==> config.mk <==
export PLATFORM = sky130hd
export DESIGN_NAME = spectrum_bar_scheduler_flat
export DESIGN_NICKNAME = d
export VERILOG_FILES = /design/src/rtl/spectrum_bar_if.sv /design/src/rtl/spectrum_bar_scheduler.sv /design/src/flat_wrapper.sv
export SDC_FILE = /design/constraint.sdc
export NUM_CORES = 1
export LEC_CHECK = 0
export ABC_CLOCK_PERIOD_IN_PS = 4400
export BUFFER_PORTS_ARGS = -buffer_cell sky130_fd_sc_hd__buf_4
export CORE_MARGIN = 1
export CORE_UTILIZATION = 40
export CTS_CLUSTER_DIAMETER = 120
export DETAILED_ROUTE_END_ITERATION = 6
export GPL_ROUTABILITY_DRIVEN = 0
export PLACE_DENSITY = 0.58
export SYNTH_ARGS = -nofsm -noshare
export SYNTH_HDL_FRONTEND = slang
export SYNTH_SLANG_ARGS = --single-unit
==> constraint.sdc <==
create_clock -name clk -period 4.4 [get_ports clk]
set_input_delay 0.44 -clock clk [delete_from_list [all_inputs] [get_ports clk]]
set_output_delay 0.44 -clock clk [all_outputs]
set_load 0.005 [all_outputs]
==> src/rtl/spectrum_bar_if.sv <==
// spectrum_bar_if: valid/ready stream of complex FFT bins feeding the bar scheduler
interface spectrum_bar_if #(parameter int BIN_W = 36);
   logic bin_valid;
   logic bin_ready;
   logic bin_last;
   logic [BIN_W-1:0] bin_data;
   modport master(output bin_valid, bin_data, bin_last, input bin_ready);
   modport slave(input bin_valid, bin_data, bin_last, output bin_ready);
endinterface

==> src/rtl/spectrum_bar_scheduler.sv <==
// spectrum_bar_scheduler: collects one frame of FFT bins as bar heights and commits them with peak-hold decay at vblank
module spectrum_bar_scheduler #(
   parameter int NUM_BINS = 16,
   parameter int BIN_W = 36,
   parameter int H_W = 10,
   parameter int MAX_HEIGHT = 480,
   parameter int SCALE_SHIFT = 8,
   parameter int DECAY = 4
) (
   input logic clk,
   input logic rst_n,
   spectrum_bar_if.slave s,
   input logic vblank,
   output logic [H_W-1:0] heights [0:NUM_BINS-1],
   output logic frame_tick,
   output logic sync_err,
   output logic [7:0] drop_count
);
   localparam int C_W = BIN_W / 2;
   localparam int A_W = C_W + 1;
   localparam int I_W = $clog2(NUM_BINS);
   typedef enum logic [1:0] {COLLECT, FULL, COMMIT} state_t;
   state_t state;
   logic [I_W-1:0] idx;
   logic [H_W-1:0] shadow [0:NUM_BINS-1];
   logic [H_W-1:0] next_h [0:NUM_BINS-1];
   logic [NUM_BINS-1:0] written;
   logic vblank_q;
   logic [C_W-1:0] re, im, re_abs, im_abs;
   logic [A_W-1:0] a, m;
   logic [H_W-1:0] mag;
   logic acc, vb_rise, at_end;
   function automatic logic [H_W-1:0] decay(input logic [H_W-1:0] h);
      return h > H_W'(DECAY) ? h - H_W'(DECAY) : '0;
   endfunction
   // unsigned abs of the most negative value is exact in C_W bits
   always_comb begin
      re = s.bin_data[BIN_W-1:C_W];
      im = s.bin_data[C_W-1:0];
      re_abs = re[C_W-1] ? -re : re;
      im_abs = im[C_W-1] ? -im : im;
      a = A_W'(re_abs) + A_W'(im_abs);
      m = a >> SCALE_SHIFT;
      mag = m > A_W'(MAX_HEIGHT) ? H_W'(MAX_HEIGHT) : m[H_W-1:0];
      acc = s.bin_valid && s.bin_ready;
      vb_rise = vblank && !vblank_q;
      at_end = idx == I_W'(NUM_BINS - 1);
      for (int i = 0; i < NUM_BINS; i++)
         next_h[i] = written[i] && shadow[i] > decay(heights[i]) ? shadow[i] : decay(heights[i]);
   end
   always_ff @(posedge clk or negedge rst_n) begin
      if (!rst_n) begin
         state <= COLLECT;
         idx <= '0;
         written <= '0;
         vblank_q <= 1'b0;
         s.bin_ready <= 1'b0;
         frame_tick <= 1'b0;
         sync_err <= 1'b0;
         drop_count <= '0;
         for (int i = 0; i < NUM_BINS; i++) begin
            shadow[i] <= '0;
            heights[i] <= '0;
         end
      end else begin
         vblank_q <= vblank;
         frame_tick <= 1'b0;
         sync_err <= 1'b0;
         case (state)
            COLLECT: begin
               s.bin_ready <= !(acc && (s.bin_last || at_end));
               if (vb_rise && drop_count != 8'hFF) drop_count <= drop_count + 8'd1;
               if (acc) begin
                  shadow[idx] <= mag;
                  written[idx] <= 1'b1;
                  idx <= idx + I_W'(1);
                  if (s.bin_last || at_end) begin
                     state <= FULL;
                     sync_err <= s.bin_last != at_end;
                  end
               end
            end
            FULL: if (vb_rise) state <= COMMIT;
            COMMIT: begin
               for (int i = 0; i < NUM_BINS; i++) heights[i] <= next_h[i];
               frame_tick <= 1'b1;
               idx <= '0;
               written <= '0;
               state <= COLLECT;
            end
            default: state <= COLLECT;
         endcase
      end
   end
endmodule

==> src/flat_wrapper.sv <==
// flat-port wrapper written by rule: the top's interface ports become plain ports
module spectrum_bar_scheduler_flat 
#(
   parameter int NUM_BINS = 16,
   parameter int BIN_W = 36,
   parameter int H_W = 10,
   parameter int MAX_HEIGHT = 480,
   parameter int SCALE_SHIFT = 8,
   parameter int DECAY = 4
)
  (clk, rst_n, vblank, heights, frame_tick, sync_err, drop_count, s_bin_valid, s_bin_data, s_bin_last, s_bin_ready);
  spectrum_bar_if #(.BIN_W(BIN_W)) s_i ();
  input logic clk;
  input logic rst_n;
  input logic vblank;
  output logic [H_W-1:0] heights[0:NUM_BINS-1];
  output logic frame_tick;
  output logic sync_err;
  output logic [7:0] drop_count;
  input wire logic [$bits(s_i.bin_valid)-1:0] s_bin_valid;
  input wire logic [$bits(s_i.bin_data)-1:0] s_bin_data;
  input wire logic [$bits(s_i.bin_last)-1:0] s_bin_last;
  output wire logic [$bits(s_i.bin_ready)-1:0] s_bin_ready;
  assign s_i.bin_valid = s_bin_valid;
  assign s_i.bin_data = s_bin_data;
  assign s_i.bin_last = s_bin_last;
  assign s_bin_ready = s_i.bin_ready;
  spectrum_bar_scheduler #(.NUM_BINS(NUM_BINS), .BIN_W(BIN_W), .H_W(H_W), .MAX_HEIGHT(MAX_HEIGHT), .SCALE_SHIFT(SCALE_SHIFT), .DECAY(DECAY)) u_core (.clk(clk), .rst_n(rst_n), .s(s_i), .vblank(vblank), .heights(heights), .frame_tick(frame_tick), .sync_err(sync_err), .drop_count(drop_count));
endmodule
==> flow_metrics.py <==
metrics = {
    "sta": {
        "slew_viol_final": 0,
        "relSlewSlack": 0.282,
        "fin_worst_skew_ps": 16.2,
        "fin_crit_sh": 0.919,
        "period_minus_slack_ps": 4040,
        "hold_viol": 0,
        "holdWs_ps": 306,
        "max_freq_mhz": 247,
        "tightestPinTransition_ps": 1070,
        "tns_ps": 0,
        "setup_viol": 0,
        "rsz0062_at_grt": "no",
    },
    "final_layout": {
        "layout_commonest_cell": "dfrtp_1",
        "fill_cells": 5411,
        "antennaDiodeCount": 0,
        "regArea_um2": 8860,
        "area_growth_pct": 17.8,
        "final_nets": 3006,
        "drive_gt1_frac": 0.167,
        "layout_common_cells": "354 x dfrtp_1, 343 x nand2_1, 249 x buf_4",
        "multi_input_area_um2": 13200,
    },
    "clock_network": {
        "clk_pin_slew_ps": 60,
        "htree_levels": 2,
        "cts_setup_buffers": 0,
        "clock_latency_ps": 560,
        "clkSinkCount": 354,
        "cts_resized": 0,
        "cts-buffers-inserted": 43,
        "clockBufferDepth": 3,
        "cts_tree": "yes",
        "clock-root-buffer": "clkbuf_16",
    },
    "global_routing": {
        "overflow": 0,
        "grt_max_degree": 114,
        "grt_usage": 0.214,
        "antenna_found_initial": 0,
        "grt_pass1_vias": 18807,
        "grt_pass1_wl_um": 103000,
    },
    "logic_synthesis": {
        "synth_top_family_by_area": "simple AND/OR/NAND/NOR gates",
        "synth_area_leaders": "dfrtp_1 38%, ha_1 12%, nand2_1 5.6%, o21ai_0 3.6%, xnor2_1 2.9%",
        "synth-edff-count": 0,
        "synth_nets": 2816,
        "synthCells": 2558,
        "postSynthAreaPerCell_um2": 9.00,
        "synth_compound_area_frac": 0.171,
        "synthXorXnorAreaFrac": 0.0400,
        "yosys.area.top_type": "dfrtp_1",
        "synth_top_area_share": 0.385,
        "synth_seq_area_share": 0.385,
        "ys_types": 72,
        "yosysWarnings": 0,
        "ys_async_sr_fraction": 1.00,
        "syn_area_um2": 23000,
        "ys.flop_type": "dfrtp_1",
        "muxShareOfSynthArea": 0.0237,
        "synth_simple_gate_area_frac": 0.222,
        "synth_seq_cells": 354,
        "synth_fa_ha_area_frac": 0.118,
    },
    "drt": {
        "routed_wl_um": 62900,
        "drc_errors": 2,
        "drtIter0Drc": 1142,
        "drtPass1Iterations": 7,
        "antenna_left": 0,
        "wl_per_cell_um": 17.8,
        "dr_total_vias": 19421,
        "routed_via_density": 5.49,
    },
    "floorplanning": {
        "initial_core_util": 0.407,
        "fp.coreArea_um2": 56600,
        "core.rowCount": 87,
        "die_area_um2": 58500,
        "io_pins": 212,
        "die-width_um": 242,
        "die_y_um": 242,
    },
    "run_status": {
        "status": "finished, violations left",
        "violations": "design-rule violations",
    },
    "power_and_ir_drop": {
        "total_power_uw": 18000,
        "ir_drop_uv": 339,
        "leakage_uw": 0.0125,
        "powerDensity_nw_per_um2": 665,
    },
    "worst_setup_path": {
        "crit_fanout": 18,
        "worstPathArrival_ps": 4480,
        "critical_path_required_ps": 4840,
        "end_kind": "flop",
        "startpoint_type": "flop",
        "critPathKind": "flop to flop",
    },
    "worst_hold_path": {
        "min-delay-path-class": "input port to flop",
    },
    "placement": {
        "portBuffers": 211,
        "hpwl_um": 45700,
    },
    "flow_run": {
        "max_cap_viol_count": 0,
    },
}
## routing by layer
layer | vias to the layer above | track usage | wire length [um]
met5 | - | 0 | 0
met4 | 0 | 0.0637 | 1550
met3 | 82 | 0.0275 | 2430
met2 | 354 | 0.358 | 29900
met1 | 9410 | 0.287 | 29000
li1 | 9575 | - | -
## area by class of cell
type	count	area share
clock inverter	21	0.00937
sequential	354	0.327
tap	756	0.0349
multi-input combinational	1973	0.489
clock buffer	56	0.0445
inverter	110	0.0154
timing repair buffer	266	0.0806
## critical path, stage by stage, from the launching register on
cell and delay (ps):
dfrtp_1 500, or4_1 560, nor4_1 830, or2_2 270, ha_1 240, a21o_1 180
a211o_1 300, o31a_1 480, and2_1 260, a221o_1 290
## repair_timing
| action | in CTS | in global routing |
|---|---|---|
| setup endpoints to repair | 0 | 0 |
| endpoints found under the hold margin | 70 | 0 |
| hold buffers | 2 | 0 |
## cell usage after synthesis, types with 22 or more instances
master and number:
mux2i_1 23, nand2b_1 43, o21ai_0 166, nor3b_1 29, a21oi_1 107, nor4_1 22, xnor2_1 76, nor2_1 133
or3_1 27, nand2_1 343, nor2b_1 45, clkbuf_1 106, o211ai_1 24, mux2_2 28, o31ai_1 81, dfrtp_1 354
and2_1 40, nand3_1 67, nor3_1 54, or4_1 32, ha_1 217, inv_1 108, a21o_1 41, nand4_1 39
or2_2 83, xor2_1 29, a31oi_1 38
## state kept, by name (all words and copies together), names as in the netlist, 2 cells and up
register,count
u_core.shadow,160
u_core.heights,160
u_core.written,16
u_core.state,2
u_core.idx,4
u_core.drop_count,8
## metrics by stage
step,area (um2),setup WS (ps),std cells,utilization
after floorplan,23000,34.2,2558,-
after global placement,25600,22.2,3457,0.453
after detailed placement,25600,27.5,3457,0.453
after CTS,27100,354,3536,0.479
after global routing,27100,156,3536,0.479
final,27100,357,3536,0.479
## cells by family after synthesis
logic type / count (synthesis)
DFF: 354
buffers and inverters: 231
and+or+nand+nor: 1002
adders and majority gates: 217
muxes: 51
xor gates and xnor gates: 105
AOI/OAI and AO/OA: 598
## path summary, 6_finish.rpt
| check | start | to | slack, ps | depth (start not counted) |
|---|---|---|---|---|
| setup / recovery | u_core.heights[35] | u_core.heights[31] | 360 | 9 |
| hold / removal | s_bin_last | u_core.sync_err | 310 | 4 |
| setup reg to reg | u_core.heights[35] | u_core.heights[31] | 360 | 9 |
| hold reg to reg | u_core.vblank_q | u_core.state[1] | 430 | 1 |
| max in group asynchronous | rst_n | u_core.heights[113] | 2840 | 3 |
| min in group asynchronous | rst_n | u_core.frame_tick | 470 | 2 |
## where the power goes
| part | switching [uW] | internal, uW | total [uW] |
|---|---|---|---|
| sequential | 1500 | 4330 | 5830 |
| clock | 1440 | 2230 | 3670 |
| combinational | 4430 | 4100 | 8530 |
| total | 7370 | 10700 | 18000 |
Note: power is estimated with default switching activity, not from simulation.
